File: config.mk
export PLATFORM = sky130hd
export DESIGN_NAME = bcd_updn_counter_n
export DESIGN_NICKNAME = d
export VERILOG_FILES = /design/src/rtl/bcd_counter_pkg.sv /design/src/rtl/btn_sync_debounce.sv /design/src/rtl/bcd_updn_counter_n.sv
export SDC_FILE = /design/constraint.sdc
export NUM_CORES = 1
export LEC_CHECK = 0
export BUFFER_PORTS_ARGS = -buffer_cell sky130_fd_sc_hd__buf_2
export CAP_MARGIN = 25
export CORE_ASPECT_RATIO = 1.1
export CORE_MARGIN = 2
export CORE_UTILIZATION = 58
export DETAILED_ROUTE_END_ITERATION = 10
export GPL_TIMING_DRIVEN = 0
export PLACE_DENSITY = 0.82
export SLEW_MARGIN = 25
export SYNTH_ARGS = -nofsm -noshare
export SYNTH_HDL_FRONTEND = slang
export SYNTH_HIERARCHICAL = 1
export SYNTH_SLANG_ARGS = --single-unit
File: constraint.sdc
create_clock -name i_Clk -period 3 [get_ports i_Clk]
set_clock_uncertainty 0.1 [all_clocks]
set_input_delay 0 -clock i_Clk [delete_from_list [all_inputs] [get_ports i_Clk]]
set_output_delay 0 -clock i_Clk [all_outputs]
set_load 0.01 [all_outputs]
File: src/rtl/bcd_counter_pkg.sv
// Shared definitions for the N-digit BCD up/down counter.
// Holds the digit and segment widths, the 7-segment codes and the
// BCD-to-segment decode used by bcd_updn_counter_n.
// Segment bit order is {g,f,e,d,c,b,a}, active-high.
package bcd_counter_pkg;

    localparam int SEG_W = 7;
    localparam int BCD_W = 4;

    localparam logic [SEG_W-1:0] SEG_0     = 7'h3F;
    localparam logic [SEG_W-1:0] SEG_1     = 7'h06;
    localparam logic [SEG_W-1:0] SEG_2     = 7'h5B;
    localparam logic [SEG_W-1:0] SEG_3     = 7'h4F;
    localparam logic [SEG_W-1:0] SEG_4     = 7'h66;
    localparam logic [SEG_W-1:0] SEG_5     = 7'h6D;
    localparam logic [SEG_W-1:0] SEG_6     = 7'h7D;
    localparam logic [SEG_W-1:0] SEG_7     = 7'h07;
    localparam logic [SEG_W-1:0] SEG_8     = 7'h7F;
    localparam logic [SEG_W-1:0] SEG_9     = 7'h6F;
    localparam logic [SEG_W-1:0] SEG_BLANK = 7'h00;

    // Codes A-F never occur in a healthy counter; they show as blank.
    function automatic logic [SEG_W-1:0] bcd_to_seg(input logic [BCD_W-1:0] bcd);
        logic [SEG_W-1:0] seg;
        case (bcd)
            4'd0:    seg = SEG_0;
            4'd1:    seg = SEG_1;
            4'd2:    seg = SEG_2;
            4'd3:    seg = SEG_3;
            4'd4:    seg = SEG_4;
            4'd5:    seg = SEG_5;
            4'd6:    seg = SEG_6;
            4'd7:    seg = SEG_7;
            4'd8:    seg = SEG_8;
            4'd9:    seg = SEG_9;
            default: seg = SEG_BLANK;
        endcase
        return seg;
    endfunction

endpackage

File: src/rtl/btn_sync_debounce.sv
// Per-button input conditioning: two-flop synchroniser, debounce counter
// and an edge register on the accepted level.
// Ports:
//   clk_i    system clock (rising edge)
//   rst_i    synchronous active-high reset
//   btn_i    raw asynchronous button level
//   level_o  accepted (debounced) level
//   rise_o   one-cycle pulse when the accepted level goes 0->1
//   fall_o   one-cycle pulse when the accepted level goes 1->0
// Parameter DB_CYCLES: consecutive differing synchronised samples needed
// before the accepted level follows the button.
module btn_sync_debounce #(
    parameter int DB_CYCLES = 16
) (
    input  logic clk_i,
    input  logic rst_i,
    input  logic btn_i,
    output logic level_o,
    output logic rise_o,
    output logic fall_o
);

    localparam int CNT_W = (DB_CYCLES > 1) ? $clog2(DB_CYCLES) : 1;
    localparam logic [CNT_W-1:0] CNT_LAST = CNT_W'(DB_CYCLES - 1);
    localparam logic [CNT_W-1:0] CNT_ZERO = {CNT_W{1'b0}};

    logic             sync1_q;
    logic             sync2_q;
    logic [CNT_W-1:0] cnt_q;
    logic [CNT_W-1:0] cnt_d;
    logic             level_q;
    logic             level_d;
    logic             prev_q;

    // Debounce next state: count consecutive samples that disagree with the
    // accepted level; the DB_CYCLES-th such sample is the one that is adopted.
    always_comb begin
        level_d = level_q;
        cnt_d   = CNT_ZERO;
        if (sync2_q != level_q) begin
            if (cnt_q == CNT_LAST) begin
                level_d = sync2_q;
                cnt_d   = CNT_ZERO;
            end else begin
                cnt_d   = cnt_q + CNT_W'(1);
            end
        end else begin
            cnt_d = CNT_ZERO;
        end
    end

    // Synchroniser, debounce state and edge register.
    always_ff @(posedge clk_i) begin
        if (rst_i) begin
            sync1_q <= 1'b0;
            sync2_q <= 1'b0;
            cnt_q   <= CNT_ZERO;
            level_q <= 1'b0;
            prev_q  <= 1'b0;
        end else begin
            sync1_q <= btn_i;
            sync2_q <= sync1_q;
            cnt_q   <= cnt_d;
            level_q <= level_d;
            prev_q  <= level_q;
        end
    end

    assign level_o = level_q;
    assign rise_o  = level_q & ~prev_q;
    assign fall_o  = ~level_q & prev_q;

endmodule

File: src/rtl/bcd_updn_counter_n.sv
// N-digit BCD up/down event counter driven by two push buttons.
// A debounced press of i_Push counts by one in the current direction; a
// debounced release of i_Toggle flips the direction.
// Ports:
//   i_Clk     system clock (rising edge)
//   i_Rst     synchronous active-high reset
//   i_Push    raw count button (asynchronous)
//   i_Toggle  raw mode button (asynchronous, release toggles mode)
//   o_LED     BCD value, digit k in [4k+3:4k]
//   o_FND     7-segment codes {g,f,e,d,c,b,a}, digit k in [7k+6:7k]
//   o_Mode    0 = up, 1 = down
//   o_Wrap    one-cycle pulse after the whole counter wraps
// Build option: define SATURATE_EN to hold at all-9s (up) / all-0s (down)
// instead of wrapping; o_Wrap then never fires.
module bcd_updn_counter_n
    import bcd_counter_pkg::*;
#(
    parameter int DIGITS    = 3,
    parameter int DB_CYCLES = 16
) (
    input  logic                    i_Clk,
    input  logic                    i_Rst,
    input  logic                    i_Push,
    input  logic                    i_Toggle,
    output logic [BCD_W*DIGITS-1:0] o_LED,
    output logic [SEG_W*DIGITS-1:0] o_FND,
    output logic                    o_Mode,
    output logic                    o_Wrap
);

    logic                    push_level_s;
    logic                    push_rise_s;
    logic                    push_fall_s;
    logic                    tog_level_s;
    logic                    tog_rise_s;
    logic                    tog_fall_s;
    logic                    unused_s;

    logic [BCD_W*DIGITS-1:0] led_q;
    logic [BCD_W*DIGITS-1:0] led_d;
    logic [BCD_W*DIGITS-1:0] nxt_s;
    logic                    top_cy_s;
    logic                    mode_q;
    logic                    mode_d;
    logic                    wrap_q;
    logic                    wrap_d;

    btn_sync_debounce #(.DB_CYCLES(DB_CYCLES)) u_push_db (
        .clk_i   (i_Clk),
        .rst_i   (i_Rst),
        .btn_i   (i_Push),
        .level_o (push_level_s),
        .rise_o  (push_rise_s),
        .fall_o  (push_fall_s)
    );

    btn_sync_debounce #(.DB_CYCLES(DB_CYCLES)) u_tog_db (
        .clk_i   (i_Clk),
        .rst_i   (i_Rst),
        .btn_i   (i_Toggle),
        .level_o (tog_level_s),
        .rise_o  (tog_rise_s),
        .fall_o  (tog_fall_s)
    );

    // Only the push rise and toggle fall pulses drive the counter.
    assign unused_s = push_level_s ^ push_fall_s ^ tog_level_s ^ tog_rise_s;

    // Digit chain: each stage sees a carry/borrow request from the stage
    // below (digit 0 from the push pulse) and passes one upward when it rolls
    // over, so the whole ripple settles within one cycle.
    for (genvar k = 0; k < DIGITS; k++) begin : g_digit
        logic [BCD_W-1:0] dig_s;
        logic [BCD_W-1:0] nxt_dig_s;
        logic             cy_in_s;
        logic             cy_out_s;

        assign dig_s = led_q[BCD_W*k +: BCD_W];

        if (k == 0) begin : g_first
            assign cy_in_s = push_rise_s;
        end else begin : g_chain
            assign cy_in_s = g_digit[k-1].cy_out_s;
        end

        // Single-digit increment/decrement with roll-over detection.
        always_comb begin
            nxt_dig_s = dig_s;
            cy_out_s  = 1'b0;
            if (cy_in_s) begin
                if (mode_q == 1'b0) begin
                    if (dig_s == 4'd9) begin
                        nxt_dig_s = 4'd0;
                        cy_out_s  = 1'b1;
                    end else begin
                        nxt_dig_s = dig_s + 4'd1;
                    end
                end else begin
                    if (dig_s == 4'd0) begin
                        nxt_dig_s = 4'd9;
                        cy_out_s  = 1'b1;
                    end else begin
                        nxt_dig_s = dig_s - 4'd1;
                    end
                end
            end else begin
                nxt_dig_s = dig_s;
            end
        end

        assign nxt_s[BCD_W*k +: BCD_W] = nxt_dig_s;
        assign o_FND[SEG_W*k +: SEG_W] = bcd_to_seg(dig_s);
    end

    // A carry out of the top digit means the whole counter rolled over.
    assign top_cy_s = g_digit[DIGITS-1].cy_out_s;

    // Counter, mode and wrap-flag next state. The count uses the mode held
    // in mode_q, so a toggle landing in the same cycle only affects later
    // counts.
    always_comb begin
        led_d  = nxt_s;
        wrap_d = 1'b0;
        mode_d = mode_q ^ tog_fall_s;
`ifdef SATURATE_EN
        if (top_cy_s) begin
            led_d = led_q;
        end else begin
            led_d = nxt_s;
        end
        wrap_d = 1'b0;
`else
        wrap_d = top_cy_s;
`endif
    end

    // Counter, mode and wrap-flag registers.
    always_ff @(posedge i_Clk) begin
        if (i_Rst) begin
            led_q  <= {(BCD_W*DIGITS){1'b0}};
            mode_q <= 1'b0;
            wrap_q <= 1'b0;
        end else begin
            led_q  <= led_d;
            mode_q <= mode_d;
            wrap_q <= wrap_d;
        end
    end

    assign o_LED  = led_q;
    assign o_Mode = mode_q;
    assign o_Wrap = wrap_q;

endmodule

==> metrics.txt <==
leakage roughly 1.5 nW; Clk pin slew, worst setup/hold paths 80 ps; maximum VDD drop 0.338 mV; cells after synthesis about 300; share of cells above drive strength 1 25.5%; first-pass GRT wire length between 8000 and 9000 um; number of port buffers 38; CP Launch Type register; # setup viols final 0; sw frac between 20% and 30%; Max Freq 357 MHz; DR iter-0 viols 100; sequential cell area 1020 um^2; post-route ant nets 0; sequential power share between 50% and 60%; initial antenna violation count 0; DR DRC count 0; fin area about 3300 um^2; Remaining Overflow, GRT 0; CTS tree yes; Max Cap Viol 0; final worst-path cycle share 93.3%; worst path cell trace nor2b_1 -> buf_6 -> nor2b_1 -> a21bo_2 -> nor2_4 -> xnor2_1 -> nor2_2 -> inv_1 -> ha_1 -> nand2_1 -> o21ai_0 -> or3_1 -> o41ai_1 -> o31ai_1; clock network power share 36.0%; Slew HR 62.7%; Multi-input gate area about 1700 um^2; nets roughly 380; H-tree lvl count 2; Die ar. 5580 um^2; Root Buffer clkbuf_8; Reg2Reg Depth 14; maximum clock path buffer count 2; CTS sink cnt 51; slew of the pin with the lowest slew margin around 560 ps; critical path class reg -> reg; CTS buffer count 5; Internal about 0.0009 W; status complete, no violations; NetSw 0.000244 W; reg2reg end o_FND[18]; routability congestion estimate approximately 0.78; max incr delay on CP 380 ps; Post-Layout Cell Count 413; Worst Hold Path EP u_push_db/sync2_q; vias between 2000 and 2500; average wire per standard cell 12.3 um; HP Start u_push_db/sync1_q; Mean Syn Cell Area 9.57 um^2; Layout fillers 378; core area 4720 um^2; DP Area 3160 um^2; worst min path class reg -> reg; Initial Util 61.5%; combinational fraction of design power 4.7%; RR Startpoint u_push_db/level_o; Buf/Inv on CP 2; reg-to-reg slack, setup 200 ps; pin count of the biggest net entering global routing 15; Crit-path slowest cell dfxtp_1; number of diodes 0; minimum clock period after layout 2800 ps; final core occ 70.8%; placed cells 397; I/O pin cnt 39; hold path cells 1; Required @ worst endpoint 3070 ps; post-synthesis cell area 2900 um^2; max-slew violation count 0; vias per cell 5.45; Layout area overhead 15.3%; Final Hold Fails 0; die height 78.2 um; CP Capture Type register; routed wire length 5090 um; aggregate global-route resource usage 19.2%; Rows 26; vias in the first global route 1963; worst path arrival time 2860 ps; die extent in x between 70 and 80 um; DRT Pass-1 Iters 4; crit-path most repeated cell nor2b_1; crit-path leading delay family simple AND/OR/NAND/NOR gates; Yosys warning count 6; Clock Latency Late Sink 300 ps; post-DP HPWL 3660 um; Syn Nets 330; CP max FO 9; P per Cell Area 349 nW/um^2
cell type report:
| cell class | instances | area share (%) |
|---|---|---|
| Sequential cell | 51 | 30.6 |
| Inverter | 22 | 2.47 |
| Timing Repair Buffer | 46 | 7.86 |
| Multi-Input combinational cell | 214 | 50.3 |
| Buffer | 16 | 3.71 |
| Clock buffer | 8 | 3.00 |
| Tap cell | 56 | 2.10 |
power groups by stage:
| stage | clock [W] | sequential [W] | combinational [W] |
|---|---|---|---|
| after floorplan | 0 | 0.000711 | 0.0000263 |
| after global placement | 0 | 0.000707 | 0.0000475 |
| after detailed placement | 0 | 0.000707 | 0.0000484 |
| after CTS | 0.000431 | 0.000691 | 0.0000532 |
| after global routing | 0.000459 | 0.000692 | 0.0000587 |
| final | 0.000420 | 0.000691 | 0.0000543 |
cells in the final DEF, fill, tap and decap left out, types with 3 or more instances in the layout:
master / instances
xor2_1: 8
o22ai_1: 11
a22oi_1: 3
nor2_1: 21
buf_4: 6
a21oi_1: 7
o21ai_1: 3
mux2i_1: 10
dlygate4sd3_1: 5
and3b_1: 4
clkbuf_8: 7
buf_2: 44
buf_6: 6
ha_1: 22
xnor2_1: 5
nor2b_1: 11
nand2_1: 14
a21o_1: 3
o21ai_0: 15
nand3b_1: 5
o21a_1: 4
mux2_2: 5
dfxtp_1: 50
nand3_1: 8
nand2b_1: 5
inv_1: 22
a21oi_2: 3
worst max path at each step:
stage / startpoint / endpoint / slack, ps / cells after the start
after global placement: o_LED[0] / o_FND[18] / 110 / 14
after floorplan: o_LED[0] / o_FND[18] / 340 / 13
after detailed placement: o_LED[0] / o_FND[18] / 40 / 14
final: u_push_db/level_o / o_FND[18] / 200 / 14
after CTS: o_LED[0] / o_FND[18] / 30 / 14
after global routing: u_push_db/level_o / o_FND[18] / -10 / 14
layer usage:
metal	global-route usage, %	vias to the layer above	wire length (um)
li1	-	1159	-
met1	24.7	1050	2430
met2	31.3	34	2420
met3	3.72	6	171
met4	8.30	0	77
met5	0	-	0
state kept, by name, summed over array words and instances (netlist names):
register and count:
u_push_db/prev_q 1, u_tog_db/sync1_q 1, u_tog_db/prev_q 1, o_Wrap 1, o_Mode 1, u_push_db/sync1_q 1, o_FND 21, u_tog_db/sync2_q 1
u_push_db/cnt_q 4, u_push_db/sync2_q 1, u_push_db/level_o 1, o_LED 12, u_tog_db/level_o 1, u_tog_db/cnt_q 4
through the flow:
step / power (W) / hold slack [ps] / setup WS [ps] / TNS [ps]
2_1_floorplan: 0.000738 / -28.4 / 338 / 0
3_3_place_gp: 0.000754 / 108 / 108 / 0
3_5_place_dp: 0.000755 / 119 / 44.9 / 0
4_1_cts: 0.00117 / 351 / 31.1 / 0
5_1_grt: 0.00121 / 370 / -10.6 / -10.6
6_report: 0.00116 / 350 / 202 / 0
what timing repair did:
| action | CTS | global route |
|---|---|---|
| endpoints found under the hold margin | 8 | 0 |
| hold buffers | 5 | 0 |
| gates resized for setup | 0 | 4 |
| setup buffers | 0 | 3 |
| endpoints found under the setup margin | 0 | 5 |
Power figures use the tool's default switching activity.
